**src/rtl/bcd_countdown_timer.sv**
```systemverilog
// Parametrised BCD mm:ss countdown timer with prescaler, start/stop/pause FSM and serial nibble load.
// Optional feature: define AUTO_RELOAD_EN to reload the start value on expiry and keep running.
module bcd_countdown_timer #(
  parameter int MIN_DIGITS = 2,
  parameter int TICK_DIV   = 1
) (
  input  logic                    clock,
  input  logic                    clr,
  input  logic [3:0]              data,
  input  logic                    loadn,
  input  logic                    enable,
  input  logic                    start,
  input  logic                    stop,
  output logic [3:0]              sec_ones,
  output logic [3:0]              sec_tens,
  output logic [4*MIN_DIGITS-1:0] mins,
  output logic                    zero,
  output logic                    done,
  output logic                    running,
  output logic [1:0]              state
);

  localparam int MW = 4 * MIN_DIGITS;
  localparam int PW = (TICK_DIV > 1) ? $clog2(TICK_DIV) : 1;
  localparam logic [PW-1:0] PRESC_LAST = PW'(TICK_DIV - 1);

  typedef enum logic [1:0] {
    IDLE    = 2'd0,
    RUNNING = 2'd1,
    PAUSED  = 2'd2,
    EXPIRED = 2'd3
  } state_t;

  state_t        cur_state, nxt_state;
  logic [PW-1:0] presc, presc_nxt;
  logic [3:0]    ones_nxt, tens_nxt;
  logic [MW-1:0] mins_nxt;
  logic          done_nxt;
  logic [3:0]    dec_ones, dec_tens;
  logic [MW-1:0] dec_mins;
  logic          dec_zero;

`ifdef AUTO_RELOAD_EN
  logic [MW+7:0] reload, reload_nxt;
`endif

  function automatic logic [3:0] clamp(input logic [3:0] v, input logic [3:0] lim);
    return (v > lim) ? lim : v;
  endfunction

  assign zero  = (sec_ones == 4'd0) && (sec_tens == 4'd0) && (mins == '0);
  assign state = cur_state;

  // One-second BCD decrement with borrow rippling from the units upward
  always_comb begin
    logic borrow;
    borrow   = (sec_ones == 4'd0);
    dec_ones = borrow ? 4'd9 : sec_ones - 4'd1;
    dec_tens = sec_tens;
    if (borrow) begin
      dec_tens = (sec_tens == 4'd0) ? 4'd5 : sec_tens - 4'd1;
      borrow   = (sec_tens == 4'd0);
    end
    dec_mins = mins;
    for (int unsigned k = 0; k < MIN_DIGITS; k++) begin
      if (borrow) begin
        dec_mins[4*k +: 4] = (mins[4*k +: 4] == 4'd0) ? 4'd9 : mins[4*k +: 4] - 4'd1;
        borrow             = (mins[4*k +: 4] == 4'd0);
      end
    end
    dec_zero = (dec_ones == 4'd0) && (dec_tens == 4'd0) && (dec_mins == '0);
  end

  always_comb begin
    nxt_state = cur_state;
    presc_nxt = presc;
    ones_nxt  = sec_ones;
    tens_nxt  = sec_tens;
    mins_nxt  = mins;
    done_nxt  = 1'b0;
`ifdef AUTO_RELOAD_EN
    reload_nxt = reload;
`endif
    if (!loadn && cur_state != RUNNING) begin
      ones_nxt = clamp(data, 4'd9);
      tens_nxt = clamp(sec_ones, 4'd5);
      mins_nxt[3:0] = clamp(sec_tens, 4'd9);
      for (int unsigned k = 1; k < MIN_DIGITS; k++)
        mins_nxt[4*k +: 4] = clamp(mins[4*(k-1) +: 4], 4'd9);
      presc_nxt = '0;
      if (cur_state == EXPIRED)
        nxt_state = IDLE;
    end else begin
      case (cur_state)
        IDLE: begin
          if (!stop && start && !zero) begin
            nxt_state = RUNNING;
            presc_nxt = '0;
`ifdef AUTO_RELOAD_EN
            reload_nxt = {mins, sec_tens, sec_ones};
`endif
          end
        end
        RUNNING: begin
          if (stop) begin
            nxt_state = PAUSED;
          end else if (enable) begin
            if (presc == PRESC_LAST) begin
              presc_nxt = '0;
              if (!zero) begin
                ones_nxt = dec_ones;
                tens_nxt = dec_tens;
                mins_nxt = dec_mins;
                if (dec_zero) begin
                  done_nxt = 1'b1;
`ifdef AUTO_RELOAD_EN
                  {mins_nxt, tens_nxt, ones_nxt} = reload;
`else
                  nxt_state = EXPIRED;
`endif
                end
              end
            end else begin
              presc_nxt = presc + PW'(1);
            end
          end
        end
        PAUSED: begin
          if (!stop && start)
            nxt_state = RUNNING;
        end
        default: ;
      endcase
    end
  end

  always_ff @(posedge clock) begin
    if (clr) begin
      cur_state <= IDLE;
      presc     <= '0;
      sec_ones  <= '0;
      sec_tens  <= '0;
      mins      <= '0;
      done      <= 1'b0;
      running   <= 1'b0;
`ifdef AUTO_RELOAD_EN
      reload    <= '0;
`endif
    end else begin
      cur_state <= nxt_state;
      presc     <= presc_nxt;
      sec_ones  <= ones_nxt;
      sec_tens  <= tens_nxt;
      mins      <= mins_nxt;
      done      <= done_nxt;
      running   <= (nxt_state == RUNNING);
`ifdef AUTO_RELOAD_EN
      reload    <= reload_nxt;
`endif
    end
  end

endmodule

```
**config.mk**
```make
export PLATFORM = sky130hd
export DESIGN_NAME = bcd_countdown_timer
export DESIGN_NICKNAME = d
export VERILOG_FILES = /design/src/rtl/bcd_countdown_timer.sv
export SDC_FILE = /design/constraint.sdc
export NUM_CORES = 1
export LEC_CHECK = 0
export BUFFER_PORTS_ARGS = -buffer_cell sky130_fd_sc_hd__buf_4
export CORE_MARGIN = 8
export CORE_UTILIZATION = 57
export DETAILED_ROUTE_END_ITERATION = 8
export GPL_ROUTABILITY_DRIVEN = 0
export PLACE_DENSITY = 0.84
export SETUP_SLACK_MARGIN = 0.02
export SYNTH_ARGS = -nofsm -noshare
export SYNTH_HDL_FRONTEND = slang
export SYNTH_SLANG_ARGS = --single-unit
```
**constraint.sdc**
```tcl
create_clock -name clock -period 4.33 [get_ports clock]
set_clock_uncertainty 0.15 [all_clocks]
set_input_delay 1.299 -clock clock [delete_from_list [all_inputs] [get_ports clock]]
set_output_delay 1.299 -clock clock [all_outputs]
set_load 0.005 [all_outputs]
```
; ---- Yosys cells after proc, flatten, opt, wreduce, memory -nomap -nowiden
; Index checks and enable logic that the tools add are counted.
[classes]
mux = 47
add_sub_neg = 5
eq_ne = 11
order_cmp = 4
bitwise = 2
reduce_logical = 26
[op_table]
columns = operator, n
row1 = $mux W4, 23
row2 = $mux W8, 6
row3 = $logic_not A4 Y1, 6
row4 = $mux W2, 9
row5 = $logic_not A8 Y1, 2
row6 = $sub A4 B1 Y4 const B, 4
row7 = $gt A4 B4 Y1 const B, 3
row8 = $ne A2 B1 Y1 const B, 4
row9 = $logic_and A1 B1 Y1, 7
row10 = $mux W1, 7
row11 = $reduce_or A7 Y1, 1
row12 = $ne A2 B2 Y1 const B, 3
row13 = $pmux W2 S3, 1
row14 = $reduce_bool A2 Y1, 3
row15 = $reduce_and A5 Y1, 1
row16 = $eq A2 B1 Y1 const B, 2
row17 = $eq A2 B2 Y1 const B, 2
row18 = $gt A4 B3 Y1 const B, 1
row19 = $reduce_and A4 Y1, 1
row20 = $logic_not A1 Y1, 3
row21 = $logic_not A2 Y1, 1
row22 = $not A1 Y1, 2
row23 = $pmux W1 S2, 1
row24 = $reduce_or A2 Y1, 1
row25 = $add A1 B1 Y1 const B, 1
[totals]
regBits = 21
output_inout_bits = 21
input_bits = 10

; ---- Longest topological paths before layout
[depth]
depth_word = 14
depth_mapped = 8
depth_no_buf = 6

; ---- Least setup slack after synthesis
; No wires, ideal clock.
[synth_path]
path_type = reg2out
from = register sec_ones[2]
to = output zero
arrival_ns = 1.277
path_stages_with_launch = 7
required_time_ns = 2.881
slack_ns = 1.604
cell_sequence = dfxtp_1 -> buf_2 -> nor4_4 -> and4_1 -> buf_4 -> nand2_1 -> inv_1
[synth_via]
elab_chain_len = 3
[synth_lines]
columns = item, line_no
row1 = from (decl), 14  ; output logic [3:0] sec_ones,
row2 = from (signal assigned), 152  ; sec_ones <= ones_nxt;
row3 = $logic_not A4 Y1, 51  ; assign zero = (sec_ones == 4'd0) && (sec_tens == 4'd0) && (mins == '0);
row4 = $logic_and A1 B1 Y1 (2 in a row), 51
row5 = to (decl), 17  ; output logic zero,
; No other way between the ends.

; ---- Worst setup path in the final report
[layout_path]
from = register sec_ones[0]
to = output zero
; The elaborated chain is that of the path after synthesis.

==> results.toml <==
[sta]
holdWs_ps = 418.7
setup_ws_ps = 1041
hold_violations = 0
slew_viol_final = 0
max_freq_mhz = 304.1
slew-limit-headroom_pct = 35.93
rsz0062_at_grt = "false"
setup_viol = 0
period_needed_ps = 3289
fin_crit_sh_pct = 75.96
worst_slew_pin_slew_ps = 961.0
fin_tns_setup_ps = 0

[final_layout]
num_antenna_cells = 0
area_growth_pct = 18.37
postLayoutCoreUtil_pct = 70.70
multi_input_area_um2 = 837.1
regArea_um2 = 400.4
fill_cells = 203
post-route-cell-area_um2 = 1564
finish.net_count = 203
stdcell_count = 220
drive_gt1_share_pct = 22.40

[global_routing]
antenna_found_initial = 0
grt_max_degree = 21
grtUsageTotal_pct = 18.26
grt_pass1_vias = 1290
grt_overflow = 0
grt_pass1_wl_um = 6354

[drt]
drc_errors = 0
via_per_inst = 6.541
vias = 1439
drt-total-wl_um = 3835
drt-initial-drc-count = 148
drtPass1Iterations = 5
wl_per_cell_um = 17.43
detail-route-antenna-nets = 0

[clocking]
cts_made_buffers = 3
root_buffer = "clkbuf_4"
cts_setup_buffers = 0
cts.repair.resized = 0
cts.clk_slew.worst_paths_ps = 120
htree_levels = 1
cts_sinks = 20
clockBufferDepth = 2
hold_buffers = 0
clock_latency_ps = 300
cts_tree = "yes"

[power]
sw_frac_of_total_pct = 32.00
p_comb_share_pct = 26.1
seq_power_share_pct = 48.8
p_clk_share_pct = 25.1
peakVddDrop_mv = 0.1880
power.density_nw_per_um2 = 277.3
power.internal_mw = 0.2949
leakagePower_nw = 0.6159
power_mw = 0.4337
switchingPower_mw = 0.1388

[placement]
place_area_um2 = 1528
io_buffers = 30
dp_hpwl_um = 2744
place_ws_ps = 1055
placed_cells = 216

[floorplanning]
dieArea_um2 = 4115
core.rowCount = 17
die_w_um = 64.15
initial_core_util_pct = 59.73
die_height_um = 64.15
core_region_area_um2 = 2212
ios = 31

[synth]
syn_inst = 170
ys_ff_latch = 20
synth_edf_count = 0
syn_nets = 180
synthDistinctLibCells = 47
avgSynthCellArea_um2 = 7.772
async_flop_share_pct = 0
ys.warnings.count = 0
synthFlopType = "dfxtp_1"
syn_area_um2 = 1321
ys_seq_area_share_pct = 30.30

[critical_path]
worstSetupStartpointType = "flip-flop"
required_ps = 2880
crit_fanout = 9
ff2ff_setup_slack_ps = 1880
crit_type = "flip-flop to output port"
reg2reg_from = "sec_ones[1]$_SDFFE_PP0P_"
reg2reg_depth = 5
worstPathArrival_ps = 1840
cp-end-kind = "output port"
worst_r2r_endpoint = "mins[5]$_SDFFE_PP0P_"

[min_path]
hold_depth = 2
hold_class = "flip-flop to flip-flop"
holdPathEnd = "mins[1]$_SDFFE_PP0P_"
min-delay-start = "mins[1]$_SDFFE_PP0P_"

[flow_run]
drv_cap = 0

[run_status]
status = "completed"
==> how the worst max path moves through the flow <==
stage | to | startpoint | slack [ps] | cells past startpoint
2_1_floorplan | zero | sec_ones[2]$_SDFFE_PP0P_ | 1600 | 6
3_3_place_gp | mins[5]$_SDFFE_PP0P_ | stop | 1160 | 5
3_5_place_dp | mins[5]$_SDFFE_PP0P_ | stop | 1060 | 5
4_1_cts | zero | mins[3]$_SDFFE_PP0P_ | 1050 | 5
5_1_grt | zero | sec_ones[0]$_SDFFE_PP0P_ | 910 | 5
6_report | zero | sec_ones[0]$_SDFFE_PP0P_ | 1040 | 5
==> synth_stat cells, drive strengths merged (3+ instances only) <==
cell type | count | area [um^2]
dfxtp | 20 | 400.4
nor2 | 16 | 60.06
a21oi | 13 | 65.06
nand2 | 12 | 45.04
o21ai | 12 | 60.06
buf | 7 | 37.54
nand3 | 7 | 35.03
a31oi | 6 | 37.54
clkbuf | 6 | 23.77
inv | 6 | 22.52
nor3 | 6 | 40.04
a211oi | 5 | 37.54
mux2 | 3 | 33.78
nand4 | 3 | 33.78
nor2b | 3 | 18.77
nor4 | 3 | 33.78
o22ai | 3 | 18.77
o31ai | 3 | 22.52
or4 | 3 | 22.52
==> registers in the layout, indices dropped and copies added, names as in the netlist <==
name	cells
mins	8
sec_ones	4
sec_tens	4
state	2
done	1
running	1
==> cells in the final DEF (no fill, tap or decap), types with 4 or more instances in the layout <==
cell type  synthesis  final
dfxtp_1           20     20
a21oi_1           13     13
buf_4              1     31
a31oi_1            6      6
a211oi_1           5      5
nand3_1            7      7
nor3_1             4      4
nor2_1            16     16
inv_1              6      6
o21ai_0           12     12
nand2_1           12     12
==> power groups by stage <==
stage,registers (mW),clock network (mW),logic [mW]
2_1_floorplan,0.206,0,0.0818
3_3_place_gp,0.215,0,0.108
3_5_place_dp,0.215,0,0.111
4_1_cts,0.211,0.113,0.112
5_1_grt,0.214,0.121,0.124
6_report,0.212,0.109,0.113
==> cell families (layout without fill, tap and decap cells) <==
logic type / after synthesis / in the layout / synth area share [%]
AO/OA/AOI/OAI: 55 / 55 / 26.52
XOR/XNOR: 3 / 3 / 1.989
buffers and inverters: 19 / 41 / 6.345
flip-flops: 20 / 20 / 30.30
multiplexers: 5 / 5 / 4.072
AND/OR/NAND/NOR: 68 / 68 / 30.78
==> critical path, stage by stage, from the launching register on <==
cell and delay (ps):
dfxtp_1 440, nor3_2 420, and4_1 370, nand2_1 120, inv_1 90, buf_4 110
==> metal layers <==
metal | routed length, um | track usage, % | vias up
met5 | 0 | 0 | -
li1 | - | - | 680
met4 | 15 | 5.995 | 0
met2 | 1845 | 28.36 | 80
met1 | 1588 | 23.89 | 677
met3 | 385 | 4.878 | 2
==> cell type report <==
type	instances	share of cell area (%)
Tap cell	28	2.240
Sequential cell	20	25.60
Timing Repair Buffer	31	14.88
Multi-Input combinational cell	131	53.52
Inverter	6	1.440
Clock buffer	4	2.320
(Power assumes the default switching activity.)
